===== src/rtl/ssd_text_scroller.sv =====
`default_nettype none
// ============================================================================
//  Module   : ssd_text_scroller
//  Purpose  : Front end for the 4-digit SSD scanner. Debounces and normalises
//             the raw drive command, then scrolls the 7-letter message
//             "drIVInG" (letter codes 0..6) across four digit slots while the
//             car moves. When stopped, the window sits at its home position.
//  Ports    : clk        - system clock
//             rst_n      - synchronous, active-low reset
//             drive_cmd  - raw command (10 fwd, 01 rev, 00/11 stop)
//             drive      - filtered, normalised command to the scanner
//             q0..q3     - letter codes, q0 leftmost .. q3 rightmost
//             step       - one-cycle pulse on each scroll step
//  Revision : 1.0 - initial release
// ============================================================================
module ssd_text_scroller #(
  parameter int SCROLL_DIV    = 50_000_000,  // cycles per scroll step, >= 2
  parameter int STABLE_CYCLES = 1000         // hold time to accept a command, >= 1
) (
  input  logic       clk,
  input  logic       rst_n,
  input  logic [1:0] drive_cmd,
  output logic [1:0] drive,
  output logic [2:0] q0,
  output logic [2:0] q1,
  output logic [2:0] q2,
  output logic [2:0] q3,
  output logic       step
);

  localparam int DIV_W  = (SCROLL_DIV > 1)    ? $clog2(SCROLL_DIV)    : 1;
  localparam int STAB_W = (STABLE_CYCLES > 1) ? $clog2(STABLE_CYCLES) : 1;

  localparam logic [DIV_W-1:0]  C_DIV_MAX  = DIV_W'(SCROLL_DIV - 1);
  localparam logic [STAB_W-1:0] C_STAB_MAX = STAB_W'(STABLE_CYCLES - 1);
  localparam logic [2:0]        C_PTR_MAX  = 3'd6;

  typedef enum logic [1:0] {
    ST_STOP = 2'b00,
    ST_REV  = 2'b01,
    ST_FWD  = 2'b10
  } state_t;

  logic [1:0]        r_cand;
  logic [STAB_W-1:0] r_stab_cnt;
  logic [DIV_W-1:0]  r_div_cnt;
  logic [2:0]        r_ptr;

  logic [1:0]        w_cmd_n;
  logic              w_accept;
  logic              w_direct_rev;
  state_t            w_state;
  logic [2:0]        w_ptr_next;
  logic [DIV_W-1:0]  w_div_next;
  logic              w_step_next;

  // Letter index of slot k for window start 'base', wrapped into 0..6.
  function automatic logic [2:0] wrap7(input logic [2:0] base, input logic [1:0] k);
    logic [3:0] sum;
    sum = {1'b0, base} + {2'b00, k};
    return (sum >= 4'd7) ? 3'(sum - 4'd7) : sum[2:0];
  endfunction

  // 11 is an illegal "both directions" request; treat it as stop.
  assign w_cmd_n = (drive_cmd == 2'b11) ? 2'b00 : drive_cmd;

  // Candidate held long enough and differs from the current output.
  assign w_accept = (w_cmd_n == r_cand) && (r_cand != drive) && (r_stab_cnt == C_STAB_MAX);

  // FWD <-> REV without passing through stop: keep the window, restart timing.
  assign w_direct_rev = w_accept && (drive != 2'b00) && (r_cand != 2'b00);

  always_comb begin
    case (drive)
      2'b10:   w_state = ST_FWD;
      2'b01:   w_state = ST_REV;
      default: w_state = ST_STOP;
    endcase
  end

  // Next window position and divider; q outputs are derived from w_ptr_next
  // so they update on the same edge as the pointer.
  always_comb begin
    w_ptr_next  = r_ptr;
    w_div_next  = r_div_cnt;
    w_step_next = 1'b0;
    if (w_direct_rev) begin
      w_div_next = '0;
    end else begin
      case (w_state)
        ST_FWD, ST_REV: begin
          if (r_div_cnt == C_DIV_MAX) begin
            w_div_next  = '0;
            w_step_next = 1'b1;
            if (w_state == ST_FWD) begin
              w_ptr_next = (r_ptr == C_PTR_MAX) ? 3'd0 : r_ptr + 3'd1;
            end else begin
              w_ptr_next = (r_ptr == 3'd0) ? C_PTR_MAX : r_ptr - 3'd1;
            end
          end else begin
            w_div_next = r_div_cnt + 1'b1;
          end
        end
        default: begin
          w_ptr_next = 3'd0;
          w_div_next = '0;
        end
      endcase
    end
  end

  always_ff @(posedge clk) begin
    if (!rst_n) begin
      r_cand     <= 2'b00;
      r_stab_cnt <= '0;
      drive      <= 2'b00;
      r_div_cnt  <= '0;
      r_ptr      <= 3'd0;
      step       <= 1'b0;
      q0         <= 3'd0;
      q1         <= 3'd1;
      q2         <= 3'd2;
      q3         <= 3'd3;
    end else begin
      // Command filter
      if (w_cmd_n != r_cand) begin
        r_cand     <= w_cmd_n;
        r_stab_cnt <= '0;
      end else if (r_cand != drive) begin
        if (r_stab_cnt == C_STAB_MAX) begin
          drive      <= r_cand;
          r_stab_cnt <= '0;
        end else begin
          r_stab_cnt <= r_stab_cnt + 1'b1;
        end
      end else begin
        r_stab_cnt <= '0;
      end

      // Scroll state
      r_div_cnt <= w_div_next;
      r_ptr     <= w_ptr_next;
      step      <= w_step_next;
      q0        <= wrap7(w_ptr_next, 2'd0);
      q1        <= wrap7(w_ptr_next, 2'd1);
      q2        <= wrap7(w_ptr_next, 2'd2);
      q3        <= wrap7(w_ptr_next, 2'd3);
    end
  end

endmodule
`default_nettype wire

===== config.mk =====
export PLATFORM = sky130hd
export DESIGN_NAME = ssd_text_scroller
export DESIGN_NICKNAME = d
export VERILOG_FILES = /design/src/rtl/ssd_text_scroller.sv
export SDC_FILE = /design/constraint.sdc
export NUM_CORES = 1
export LEC_CHECK = 0
export CORE_MARGIN = 2
export CORE_UTILIZATION = 60
export DETAILED_ROUTE_END_ITERATION = 8
export DONT_BUFFER_PORTS = 1
export GPL_TIMING_DRIVEN = 0
export HOLD_SLACK_MARGIN = 0.05
export PLACE_DENSITY = 0.76
export SYNTH_ARGS = -nofsm -noshare
export SYNTH_HDL_FRONTEND = slang
export SYNTH_SLANG_ARGS = --single-unit

===== constraint.sdc =====
create_clock -name clk -period 3.3 [get_ports clk]
set_clock_uncertainty 0.15 [all_clocks]
set_input_delay 0.33 -clock clk [delete_from_list [all_inputs] [get_ports clk]]
set_output_delay 0.33 -clock clk [all_outputs]
set_load 0.02 [all_outputs]

==> impl_metrics.yaml, run 1 <==
status:
  status: "completed"
logic_synthesis:
  synthCells: 301
  syn-num-nets: 322
  ys_types: 50
  synth-edff-count: 0
  syn_area_sq_um: 2710
  postSynthAreaPerCell_sq_um: 9.01
  netlist_top_cells_count: "nor2_1, dfxtp_1, xor2_1, nand2_1, nand3_1"
  synth_top_cell_area_share_pct: 41.3
  seq_area_frac_synth_pct: 41.3
  synth.most_common_cell: "nor2_1"
  ys_warn_count: 0
  postSynth.asyncResetShare_pct: 0
  synth.area.top_cells: "dfxtp_1, nor2_1, ha_1"
  synth.ff_latch_count: 56
  synth_ff_type: "dfxtp_1"
  synth_area_leader_cell: "dfxtp_1"
detailed_routing:
  dr.pass1.iters: 4
  via_per_inst: 5.48
  drcViolationCount: 0
  routed_wirelength_microns: 4680
  wl_per_cell_microns: 12.7
  drtIter0Drc: 59
  dr_total_vias: 2010
  drtAntennaViolNets: 0
worst_setup_path:
  required_ns: 3.35
  critical_path_class: "flop to flop"
  max_stage_delay_ns: 0.36
  reg2reg_depth: 12
  path_delay_family: "adder cells"
  rrSetupSlack_ns: 0.21
  cp-start-kind: "flop"
  worst_r2r_startpoint: "r_div_cnt[0]"
  crit_chain: "ha_1, and3_1, buf_2, nand3_1, o31ai_2, o31ai_2, a22oi_2, inv_1, ha_1, ha_1, and2_1, mux2_4"
  cp_common_cell: "ha_1"
  cp.buffers_inverters: 2
  worstPathMaxFanout: 8
  crit_path_top_delay_cell: "dfxtp_1"
  arrival_ns: 3.14
  crit_path_end_kind: "flop"
  rr_endpoint: "q0[2]"
final_layout:
  syn_to_final_growth_pct: 8.86
  final_nets: 337
  num_antenna_cells: 0
  drive_above_1_share_pct: 8.89
  final_util_pct: 67.8
  nFillCells: 361
floorplan:
  die-area_sq_um: 5070
  fp.dieW_microns: 71.2
  num_rows: 24
  io_pins: 19
  core_sq_um: 4350
  die_h_microns: 71.2
  start_util_pct: 62.3
cts:
  cts.clk_slew.worst_paths_ns: 0.09
  clkSinkCount: 56
  clk_latency_ns: 0.30
  clock_path_buffers: 2
  cts_tree: "built"
  cts_made_buffers: 5
  h-tree-depth: 2
  cts-root-buf: "clkbuf_8"
timing:
  final_hold_viol_count: 0
  fmax_ghz: 0.324
  setup_viol: 0
  slew_headroom_pct: 67.7
  worst_slack_ns: 0.215
  rsz0062_at_grt: "false"
  drv_slew: 0
  worstMarginPinSlew_ns: 0.485
  min_period_ns: 3.09
  min_period_over_period_pct: 93.5
global_routing:
  grt_pass1_vias: 1923
  grt_use_total_pct: 19.9
  antenna_found_initial: 0
  gr-total-overflow: 0
  grt_pass1_wl_microns: 8170
  grt_max_degree: 16
power:
  ir_worst_vdd_uv: 199
  powerDensity_nw_per_um2: 376
  power_mw: 1.11
  power_leakage_nw: 1.13
hold_path:
  hold_path_class: "primary input to flop"
  worstHoldEndpoint: "step"
  hold_start: "rst_n"
  min_path_cells: 2
placed_design:
  dp_hpwl_microns: 3390
  portBuffers: 0
  gp_routability_congestion: 0.808
  place_ws_ns: -0.165
job:
  maxCapViolCount: 0
[how the worst max path moves through the flow]
stage,startpoint,to,slack (ns),cells past startpoint
floorplan,drive[1],q0[2],0.18,10
global placement,drive[1],q0[2],-0.12,10
detailed placement,drive[1],q0[2],-0.17,10
CTS,drive[1],q0[2],0.07,10
global route,r_div_cnt[0],q1[1],0.003,13
finish,r_div_cnt[0],q0[2],0.21,12
[registers in the layout, summed over array words and instances (netlist names)]
signal / count
r_div_cnt: 26
r_stab_cnt: 10
q0: 3
q1: 3
q2: 3
q3: 3
r_ptr: 3
drive: 2
r_cand: 2
step: 1
[kinds of logic (layout without fill, tap and decap cells)]
logic type | count (synthesis) | count (layout) | share of synthesized area, %
and+or+nand+nor | 139 | 139 | 25.3
DFF | 56 | 56 | 41.3
xor gates and xnor gates | 33 | 33 | 10.7
AOI/OAI and AO/OA | 27 | 27 | 8.63
buffers and inverters | 23 | 37 | 3.37
adders and majority gates | 17 | 17 | 8.12
muxes | 6 | 6 | 2.58
[per-stage QoR]
stage / hold WS [ns] / area (sq um) / cells / TNS [ns]
2_1_floorplan: 0.242 / 2710 / 301 / 0
3_3_place_gp: 0.249 / 2780 / 353 / -0.409
3_5_place_dp: 0.254 / 2780 / 353 / -0.723
4_1_cts: 0.0857 / 2920 / 363 / 0
5_1_grt: 0.0830 / 2950 / 367 / 0
6_report: 0.0823 / 2950 / 367 / 0
[power by group]
group | internal, mW | total, mW | leakage [nW] | switching (mW)
Sequential | 0.676 | 0.678 | 0.452 | 0.00140
Combinational | 0.00665 | 0.0146 | 0.632 | 0.00798
Clock | 0.218 | 0.418 | 0.0501 | 0.200
Total | 0.901 | 1.11 | 1.13 | 0.209
[cell type report]
cell class	instances	area, sq um	share of cell area, %
multi-input cells	222	1500	51.0
flip-flops and latches	56	1120	38.0
repair buffers	8	70.1	2.37
clock buffers	5	68.8	2.33
well taps	52	65.1	2.20
inverters	15	58.8	1.99
plain buffers	8	32.5	1.10
clock inverters	1	30.0	1.02
[timing repair]
item	4_1_cts	5_1_grt
buffers inserted	0	4
hold buffers	4	0
endpoints found under the setup margin	8	6
endpoints found under the hold margin	5	0
resized for setup	1	1
pin swaps	0	2
[layer usage]
layer / wire, microns / GRT usage, % / part of all wire, %
met5: 0 / 0 / 0
met1: 2160 / 24.7 / 46
met4: 93 / 8.60 / 2.0
met2: 2260 / 32.2 / 48
met3: 168 / 5.77 / 3.6
[placed cells by master (no fill, tap or decap), types with 5 or more instances in the layout]
master,count
inv_1,13
nor2_1,59
xor2_1,21
clkbuf_8,5
clkbuf_1,6
nand2_1,20
nand3_1,18
dfxtp_1,55
and3_1,8
xnor2_1,12
a21oi_1,6
ha_1,16
(Power assumes the default switching activity.)
==> run 2: changes to the inputs <==
==> constraint.sdc (replaced) <==
create_clock -name clk -period 2.9 [get_ports clk]
set_clock_uncertainty 0.15 [all_clocks]
set_input_delay 0.29 -clock clk [delete_from_list [all_inputs] [get_ports clk]]
set_output_delay 0.29 -clock clk [all_outputs]
set_load 0.02 [all_outputs]
==> run 2 against run 1 <==
Sequential power grew 13%. Largest cell class unchanged. Highest routed layer unchanged. Register-to-register slack got worse by 0.19 ns. Die area stayed put. Largest power group unchanged. Hold slack better by 0.0023 ns. Clock power up 3%. Critical path depth is the same.
==> impl_metrics.yaml, run 2 (synthesized netlist as in run 1, its figures left out) <==
worst_setup_path:
  critical_path_class: "flop to flop"
  rr_endpoint: "q2[2]"
  cp.depth: 12
  path_delay_family: "compound AO/OA/AOI/OAI gates"
  crit_path_top_delay_cell: "fa_2"
  arrival_ns: 2.91
  max_stage_delay_ns: 0.51
  worst_r2r_startpoint: "r_div_cnt[10]"
  cp-start-kind: "flop"
  crit_chain: "nor4_2, nand4b_1, o31ai_4, o31ai_4, a22oi_2, buf_4, ha_4, inv_1, fa_2, nor2_1, a21oi_1, nor2_1"
  worstPathMaxFanout: 3
  required_ns: 2.94
  cp.buffers_inverters: 2
  rrSetupSlack_ns: 0.03
  reg2reg_depth: 12
  crit_path_end_kind: "flop"
power:
  power_mw: 1.22
  ir_worst_vdd_uv: 285
  powerDensity_nw_per_um2: 385
  power_leakage_nw: 1.21
placed_design:
  place_ws_ns: -0.304
  gp_routability_congestion: 0.783
  dp_hpwl_microns: 3460
  portBuffers: 0
  post_dp_cell_area_sq_um: 2780
final_layout:
  largest-register: "r_div_cnt"
  final_nets: 348
  final_common_cell: "nor2_1"
  largest_reg_flops: 26
  final_cell_mix: "nor2_1, dfxtp_1, xor2_1, nand2_1, nand3_1"
  syn_to_final_growth_pct: 16.7
  stdcell_area_sq_um: 3160
  drive_above_1_share_pct: 18.7
  num_antenna_cells: 0
  final_util_pct: 72.7
  nFillCells: 316
  reg_top3: "r_div_cnt (26), r_stab_cnt (10)"
floorplan:
  io_pins: 19
  start_util_pct: 62.3
  die_h_microns: 71.2
  num_rows: 24
  core_sq_um: 4350
  fp.dieW_microns: 71.2
  die-area_sq_um: 5070
hold_path:
  hold_start: "rst_n"
  hold_path_class: "primary input to flop"
  min_path_cells: 2
  worstHoldEndpoint: "q0[2]"
timing:
  fmax_ghz: 0.348
  slew_headroom_pct: 67.3
  worst_slack_ns: 0.0296
  worstMarginPinSlew_ns: 0.491
  rsz0062_at_grt: "true"
  setup_viol: 0
  min_period_ns: 2.87
  min_period_over_period_pct: 99.0
  final_hold_viol_count: 0
  drv_slew: 0
cts:
  h-tree-depth: 2
  clk_latency_ns: 0.31
  clkSinkCount: 56
  cts_tree: "built"
  clock_path_buffers: 2
  cts-root-buf: "clkbuf_8"
  cts.clk_slew.worst_paths_ns: 0.10
  cts_made_buffers: 5
detailed_routing:
  dr.pass1.iters: 4
  dr_total_vias: 2062
  routed_wirelength_microns: 5190
  drtIter0Drc: 57
  wl_per_cell_microns: 13.7
  drcViolationCount: 0
  via_per_inst: 5.44
  drtAntennaViolNets: 0
job:
  maxCapViolCount: 0
global_routing:
  grt_pass1_vias: 1890
  gr-total-overflow: 0
  antenna_found_initial: 0
  grt_use_total_pct: 20.6
  grt_max_degree: 17
  grt_pass1_wl_microns: 8370
status:
  status: "completed"
[run 2: changes by cell type in the layout (fill, tap and decap cells not counted), moves of 2 or more]
cell,before,now
buf_4,4,15
dfxtp_1,55,46
dfxtp_2,1,8
ha_1,16,11
ha_4,0,3
clkinv_4,0,2
dfxtp_4,0,2
ha_2,0,2
o31ai_2,2,0
o31ai_4,0,2
[run 2: how the worst max path moves through the flow]
stage	start	endpoint	slack (ns)
floorplan	r_div_cnt[0]	q0[2]	0.01
global placement	r_div_cnt[0]	q0[2]	-0.23
detailed placement	r_div_cnt[0]	q1[1]	-0.30
CTS	r_div_cnt[9]	q2[2]	0.006
global route	r_div_cnt[10]	q1[1]	-0.08
finish	r_div_cnt[10]	q2[2]	0.03
[run 2: cell type report]
cell class                      count  area (sq um)  area share [%]
Inverter                           15          61.3            1.94
Timing Repair Buffer               19           153            4.82
Clock buffer                        6          82.6            2.61
Multi-Input combinational cell    222          1620            51.1
Clock inverter                      1          8.76           0.277
Sequential cell                    56          1140            36.0
Tap cell                           52          65.1            2.06
Buffer                              8          38.8            1.23
[run 2: stage by stage]
step | hold slack (ns) | TNS [ns] | std cells
after floorplan | 0.202 | 0 | 301
after global placement | 0.209 | -1.49 | 353
after detailed placement | 0.209 | -1.88 | 353
after CTS | 0.0723 | 0 | 371
after global routing | 0.0748 | -0.185 | 379
final | 0.0846 | 0 | 379
[run 2: per-layer routing]
metal	share of wire (%)	vias up	track usage, %
met5	0	-	0
met3	3.0	8	5.49
met4	1.6	0	8.60
met1	45	972	24.6
met2	51	24	34.9
li1	-	1058	-
[run 2: report_power, final]
part           leakage, nW  internal [mW]  switching [mW]
clock               0.0473          0.191           0.240
sequential           0.457          0.768         0.00160
combinational        0.702        0.00782         0.00973
[run 2: timing repair]
| action | 4_1_cts | 5_1_grt |
|---|---|---|
| pin swaps | 5 | 6 |
| hold endpoints to repair | 6 | 0 |
| hold buffers | 4 | 0 |
| setup buffers | 7 | 8 |
| gates resized for setup | 11 | 20 |
| gates cloned | 0 | 0 |
| setup endpoints to repair | 9 | 8 |
